$ cat config.mk
export PLATFORM = sky130hd
export DESIGN_NAME = mem_port_arbiter
export DESIGN_NICKNAME = d
export VERILOG_FILES = /design/src/rtl/mem_port_arbiter.sv
export SDC_FILE = /design/constraint.sdc
export NUM_CORES = 1
export LEC_CHECK = 0
export ABC_AREA = 1
export ABC_CLOCK_PERIOD_IN_PS = 2600
export CAP_MARGIN = 30
export CELL_PAD_IN_SITES_DETAIL_PLACEMENT = 1
export CELL_PAD_IN_SITES_GLOBAL_PLACEMENT = 1
export CORE_ASPECT_RATIO = 1.5
export CORE_MARGIN = 2
export CORE_UTILIZATION = 32
export DETAILED_ROUTE_END_ITERATION = 12
export PLACE_DENSITY = 0.95
export RECOVER_POWER = 50
export SLEW_MARGIN = 20
export SYNTH_ARGS = -nofsm -noshare
export SYNTH_HDL_FRONTEND = slang
export SYNTH_SLANG_ARGS = --single-unit
$ cat constraint.sdc
create_clock -name clk -period 2.6 [get_ports clk]
set_input_delay 0.39 -clock clk [delete_from_list [all_inputs] [get_ports clk]]
set_output_delay 0.39 -clock clk [all_outputs]
set_load 0.01 [all_outputs]
$ cat src/rtl/mem_port_arbiter.sv
// Two-port arbiter in front of a single combinational-read byte-addressed RAM.
// It accepts one fetch (read-only) or data (read/write) request per transaction and returns a registered response.
module mem_port_arbiter #(
  parameter int ADDR_W    = 16,
  parameter int DATA_W    = 32,
  parameter bit DATA_PRIO = 1'b0
) (
  input  logic              clk,
  input  logic              rst_n,
  input  logic              i_req_valid,
  output logic              i_req_ready,
  input  logic [ADDR_W-1:0] i_req_addr,
  output logic              i_resp_valid,
  output logic [DATA_W-1:0] i_resp_data,
  input  logic              d_req_valid,
  output logic              d_req_ready,
  input  logic [ADDR_W-1:0] d_req_addr,
  input  logic [3:0]        d_req_w_en,
  input  logic [DATA_W-1:0] d_req_w_data,
  output logic              d_resp_valid,
  output logic [DATA_W-1:0] d_resp_data,
  output logic              d_resp_err,
  output logic [3:0]        ram_w_en,
  output logic [ADDR_W-1:0] ram_addr,
  output logic [DATA_W-1:0] ram_w_data,
  input  logic [DATA_W-1:0] ram_r_data,
  output logic              busy
);

  typedef enum logic [1:0] {IDLE, ACCESS, RESP} state_t;

  state_t              state, state_next;
  logic                last_grant_d;   // 1: data port won the most recent handshake
  logic                lat_port_d;
  logic [ADDR_W-1:0]   lat_addr;
  logic [3:0]          lat_w_en;
  logic [DATA_W-1:0]   lat_w_data;
  logic                err_q;
  logic                grant_d, grant_i;
  logic                handshake;
  logic                w_en_legal;

  // On a tie the data port wins under fixed priority, or when fetch went last.
  always_comb begin
    grant_d = d_req_valid & (~i_req_valid | DATA_PRIO | ~last_grant_d);
    grant_i = i_req_valid & ~grant_d;
  end

  assign handshake  = i_req_ready | d_req_ready;
  assign w_en_legal = (lat_w_en == 4'b0000) || (lat_w_en == 4'b0001) ||
                      (lat_w_en == 4'b0011) || (lat_w_en == 4'b1111);

  assign ram_addr   = lat_addr;
  assign ram_w_data = lat_w_data;

  // NOTE: sequential state uses non-blocking (<=) so every flop samples pre-edge values.
  always_ff @(posedge clk or negedge rst_n) begin
    if (!rst_n) state <= IDLE;
    else        state <= state_next;
  end

  // NOTE: each combinational output is given a default first, so no path infers a latch.
  always_comb begin
    state_next = state;
    case (state)
      IDLE:    if (handshake) state_next = ACCESS;
      ACCESS:  state_next = RESP;
      RESP:    state_next = handshake ? ACCESS : IDLE;
      default: state_next = IDLE;
    endcase
  end

  always_comb begin
    i_req_ready  = 1'b0;
    d_req_ready  = 1'b0;
    i_resp_valid = 1'b0;
    d_resp_valid = 1'b0;
    d_resp_err   = 1'b0;
    ram_w_en     = 4'b0000;
    busy         = 1'b0;
    case (state)
      IDLE: begin
        i_req_ready = grant_i;
        d_req_ready = grant_d;
      end
      ACCESS: begin
        busy     = 1'b1;
        ram_w_en = w_en_legal ? lat_w_en : 4'b0000;
      end
      RESP: begin
        i_req_ready  = grant_i;
        d_req_ready  = grant_d;
        i_resp_valid = ~lat_port_d;
        d_resp_valid = lat_port_d;
        d_resp_err   = lat_port_d & err_q;
      end
      default: ;
    endcase
  end

  // Request latch and response capture; the RAM commits its write on the same edge,
  // so the captured word is the pre-write contents.
  always_ff @(posedge clk or negedge rst_n) begin
    if (!rst_n) begin
      last_grant_d <= 1'b1;
      lat_port_d   <= 1'b0;
      lat_addr     <= '0;
      lat_w_en     <= 4'b0000;
      lat_w_data   <= '0;
      err_q        <= 1'b0;
      i_resp_data  <= '0;
      d_resp_data  <= '0;
    end else begin
      if (handshake) begin
        last_grant_d <= d_req_ready;
        lat_port_d   <= d_req_ready;
        lat_addr     <= d_req_ready ? d_req_addr   : i_req_addr;
        lat_w_en     <= d_req_ready ? d_req_w_en   : 4'b0000;
        lat_w_data   <= d_req_ready ? d_req_w_data : '0;
      end
      if (state == ACCESS) begin
        err_q <= lat_port_d & ~w_en_legal;
        if (lat_port_d) d_resp_data <= ram_r_data;
        else            i_resp_data <= ram_r_data;
      end
    end
  end

endmodule

==> impl_metrics.json <==
{
  "first_pass_iters": 4,
  "drive_gt1_share_pct": 8.76,
  "max_stage_delay_ns": 0.63,
  "crit_chain": "dlygate4sd3_1 -> clkbuf_1 -> o21ai_0 -> clkbuf_2 -> nand2_1 -> nand2_1",
  "p_per_area_nw_per_um2": 983,
  "wirelength_um": 16200,
  "cp_max_fo": 38,
  "place.port_buffers": 225,
  "path_class": "in -> reg",
  "required_ns": 2.88,
  "fin_tns_setup_ns": 0,
  "ir_worst_vdd_uv": 412,
  "reg2reg_slack_ns": 0.64,
  "finClkSkew_ns": 0.0123,
  "design_area_um2": 7880,
  "drt-vias-per-instance": 4.69,
  "post-route-min-period_ns": 2.44,
  "ys_ff_latch": 121,
  "routabilityCongestion": 0.800,
  "grt_use_total_pct": 20.0,
  "fmax_mhz": 411,
  "fillers": 1709,
  "drc_errors": 0,
  "h-tree-depth": 4,
  "slew_violations": 72,
  "cts_sinks": 121,
  "synthAdderAreaFrac_pct": 0,
  "rsz0062_at_grt": "false",
  "wire_per_inst_um": 16.8,
  "cts_inserted_buffers": 17,
  "grt_pass1_wl_um": 25700,
  "post_cts_buffers": 0,
  "timing.final.crit_share_pct": 93.7,
  "vias": 4535,
  "rows": 55,
  "grt_max_degree": 72,
  "path_delay_family": "buffers and inverters",
  "final_common_cell": "nand2_1",
  "syn_to_final_growth_pct": 60.2,
  "yosysWarnings": 0,
  "dpl.hpwl_um": 11900,
  "syn_nets": 629,
  "antenna_found_initial": 1,
  "drv_cap": 1,
  "avgSynthCellArea_um2": 9.37,
  "worst_setup_path_end_kind": "flip-flop",
  "worstSkewPairLatency_ns": 0.40,
  "setup_viol": 0,
  "grt-ovfl-total": 0,
  "first_global_vias": 4922,
  "synth_top_family_by_area": "simple AND/OR/NAND/NOR gates",
  "nNetsFinal": 856,
  "ioPinCount": 226,
  "critPathBufInv": 3,
  "crit_slowest_cell": "clkbuf_1",
  "path_clk_slew_ns": 0.06,
  "root_buffer": "clkbuf_16",
  "leakagePower_uw": 0.00376,
  "die_w_um": 105,
  "die_h_um": 156,
  "final_hold_viol_count": 0,
  "critical_path_arrival_ns": 2.72,
  "status": "finished with violations",
  "violations": "max-capacitance violations, max-slew violations",
  "slew_headroom_pct": -17.2,
  "place_area_um2": 7330,
  "tightest_slew_ns": 1.76,
  "synth_xor_area_share_pct": 0,
  "crit_path_frequent_cell": "nand2_1",
  "cts_tree": "yes",
  "core_um2": 15100,
  "ys_seq_area_share_pct": 61.6,
  "ant_nets": 0,
  "yosys.area_share.simple_pct": 22.7,
  "start_kind": "input pin",
  "layout_common_cells": "nand2_1 (205), clkdlybuf4s50_1 (189), dfrtp_1 (120), inv_1 (40), dlygate4sd3_1 (36)",
  "syn_area_um2": 4920,
  "drt-initial-drc-count": 176,
  "syn-instance-count": 525,
  "cts_buffer_depth": 2,
  "min_path_type": "reg -> reg",
  "synth.area.mux_share_pct": 0,
  "die-area_um2": 16400,
  "start_util_pct": 32.6,
  "synth_cell_types": 22,
  "synth_compound_area_share_pct": 8.62
}
cells by family (layout without fill, tap and decap cells):
group / count (synthesis) / after routing
and+or+nand+nor: 268 / 268
DFF: 121 / 121
buffers and inverters: 70 / 310
AOI/OAI and AO/OA: 66 / 66
other: 0 / 2
final timing paths:
path | start | to | depth (start not counted)
min reg2reg | d_resp_data[7] | d_resp_data[7] | 2
max reg2reg | state[0] | d_resp_data[29] | 5
max | d_req_valid | ram_w_data[12] | 6
max in group asynchronous | rst_n | ram_w_data[12] | 3
min in group asynchronous | rst_n | d_resp_data[6] | 3
min | d_resp_data[7] | d_resp_data[7] | 2
where the power goes:
part	internal, µW	switching (µW)
registers	2480	339
clock network	1470	888
logic	1350	1220
final cells by class:
type	count	area (µm²)	share of cell area [%]
Antenna cell	2	5.00	0.0635
Clock buffer	19	453	5.75
Clock inverter	13	141	1.79
Tap cell	199	249	3.16
Multi-Input combinational cell	334	1520	19.2
Inverter	42	158	2.00
Timing Repair Buffer	236	2330	29.6
Sequential cell	121	3030	38.4
repair_timing:
action	in CTS	in global routing
hold buffers	1	0
gates resized for setup	0	0
hold endpoints to repair	1	0
metal layers:
layer / wire (µm) / vias up / global-route usage [%] / share of wire [%]
li1: - / 2120 / - / -
met1: 5770 / 2231 / 20.5 / 36
met2: 9090 / 149 / 37.5 / 56
met3: 778 / 35 / 5.10 / 4.8
met4: 581 / 0 / 9.59 / 3.6
met5: 0 / - / 0 / 0
through the flow:
step / power [µW] / hold slack, ns / util [%] / std cells / setup slack, ns
2_1_floorplan: 3860 / 0.0944 / - / 525 / 1.14
3_3_place_gp: 5390 / 0.422 / 48.6 / 931 / 0.381
3_5_place_dp: 5550 / 0.436 / 48.6 / 931 / 0.346
4_1_cts: 7960 / 0.477 / 52.6 / 964 / 0.154
5_1_grt: 8180 / 0.498 / 52.3 / 965 / 0.0182
6_report: 7750 / 0.474 / 52.3 / 966 / 0.165
cell usage after synthesis:
cell type	number	area share, %
buf_1	1	0.076
buf_2	15	1.5
buf_4	4	0.61
buf_6	7	1.6
clkbuf_1	1	0.076
dfrtp_1	120	61
dfstp_2	1	0.53
inv_1	40	3.1
inv_2	2	0.15
nand2_1	204	16
nand2_2	3	0.38
nand2_4	1	0.23
nand3_1	34	3.5
nand4_1	16	2.0
nor2_1	6	0.46
nor2_2	1	0.13
nor2_4	1	0.23
nor3_1	2	0.20
o21ai_0	20	2.0
o21ai_1	23	2.3
o21ai_2	22	3.9
o21ai_4	1	0.33
worst reg2reg max path, delay by kind of cell (launching register included):
family,cells,cell delay (ns)
buffers and inverters,2,0.68
AND/OR/NAND/NOR,2,0.59
flip-flops,1,0.41
AO/OA/AOI/OAI,1,0.17
registers in the layout, summed over array words and instances (netlist names):
signal,flops
last_grant_d,1
ram_addr,16
lat_w_en,4
lat_port_d,1
err_q,1
i_resp_data,32
d_resp_data,32
state,2
ram_w_data,32
No activity file was read; power rests on OpenSTA's default activity.
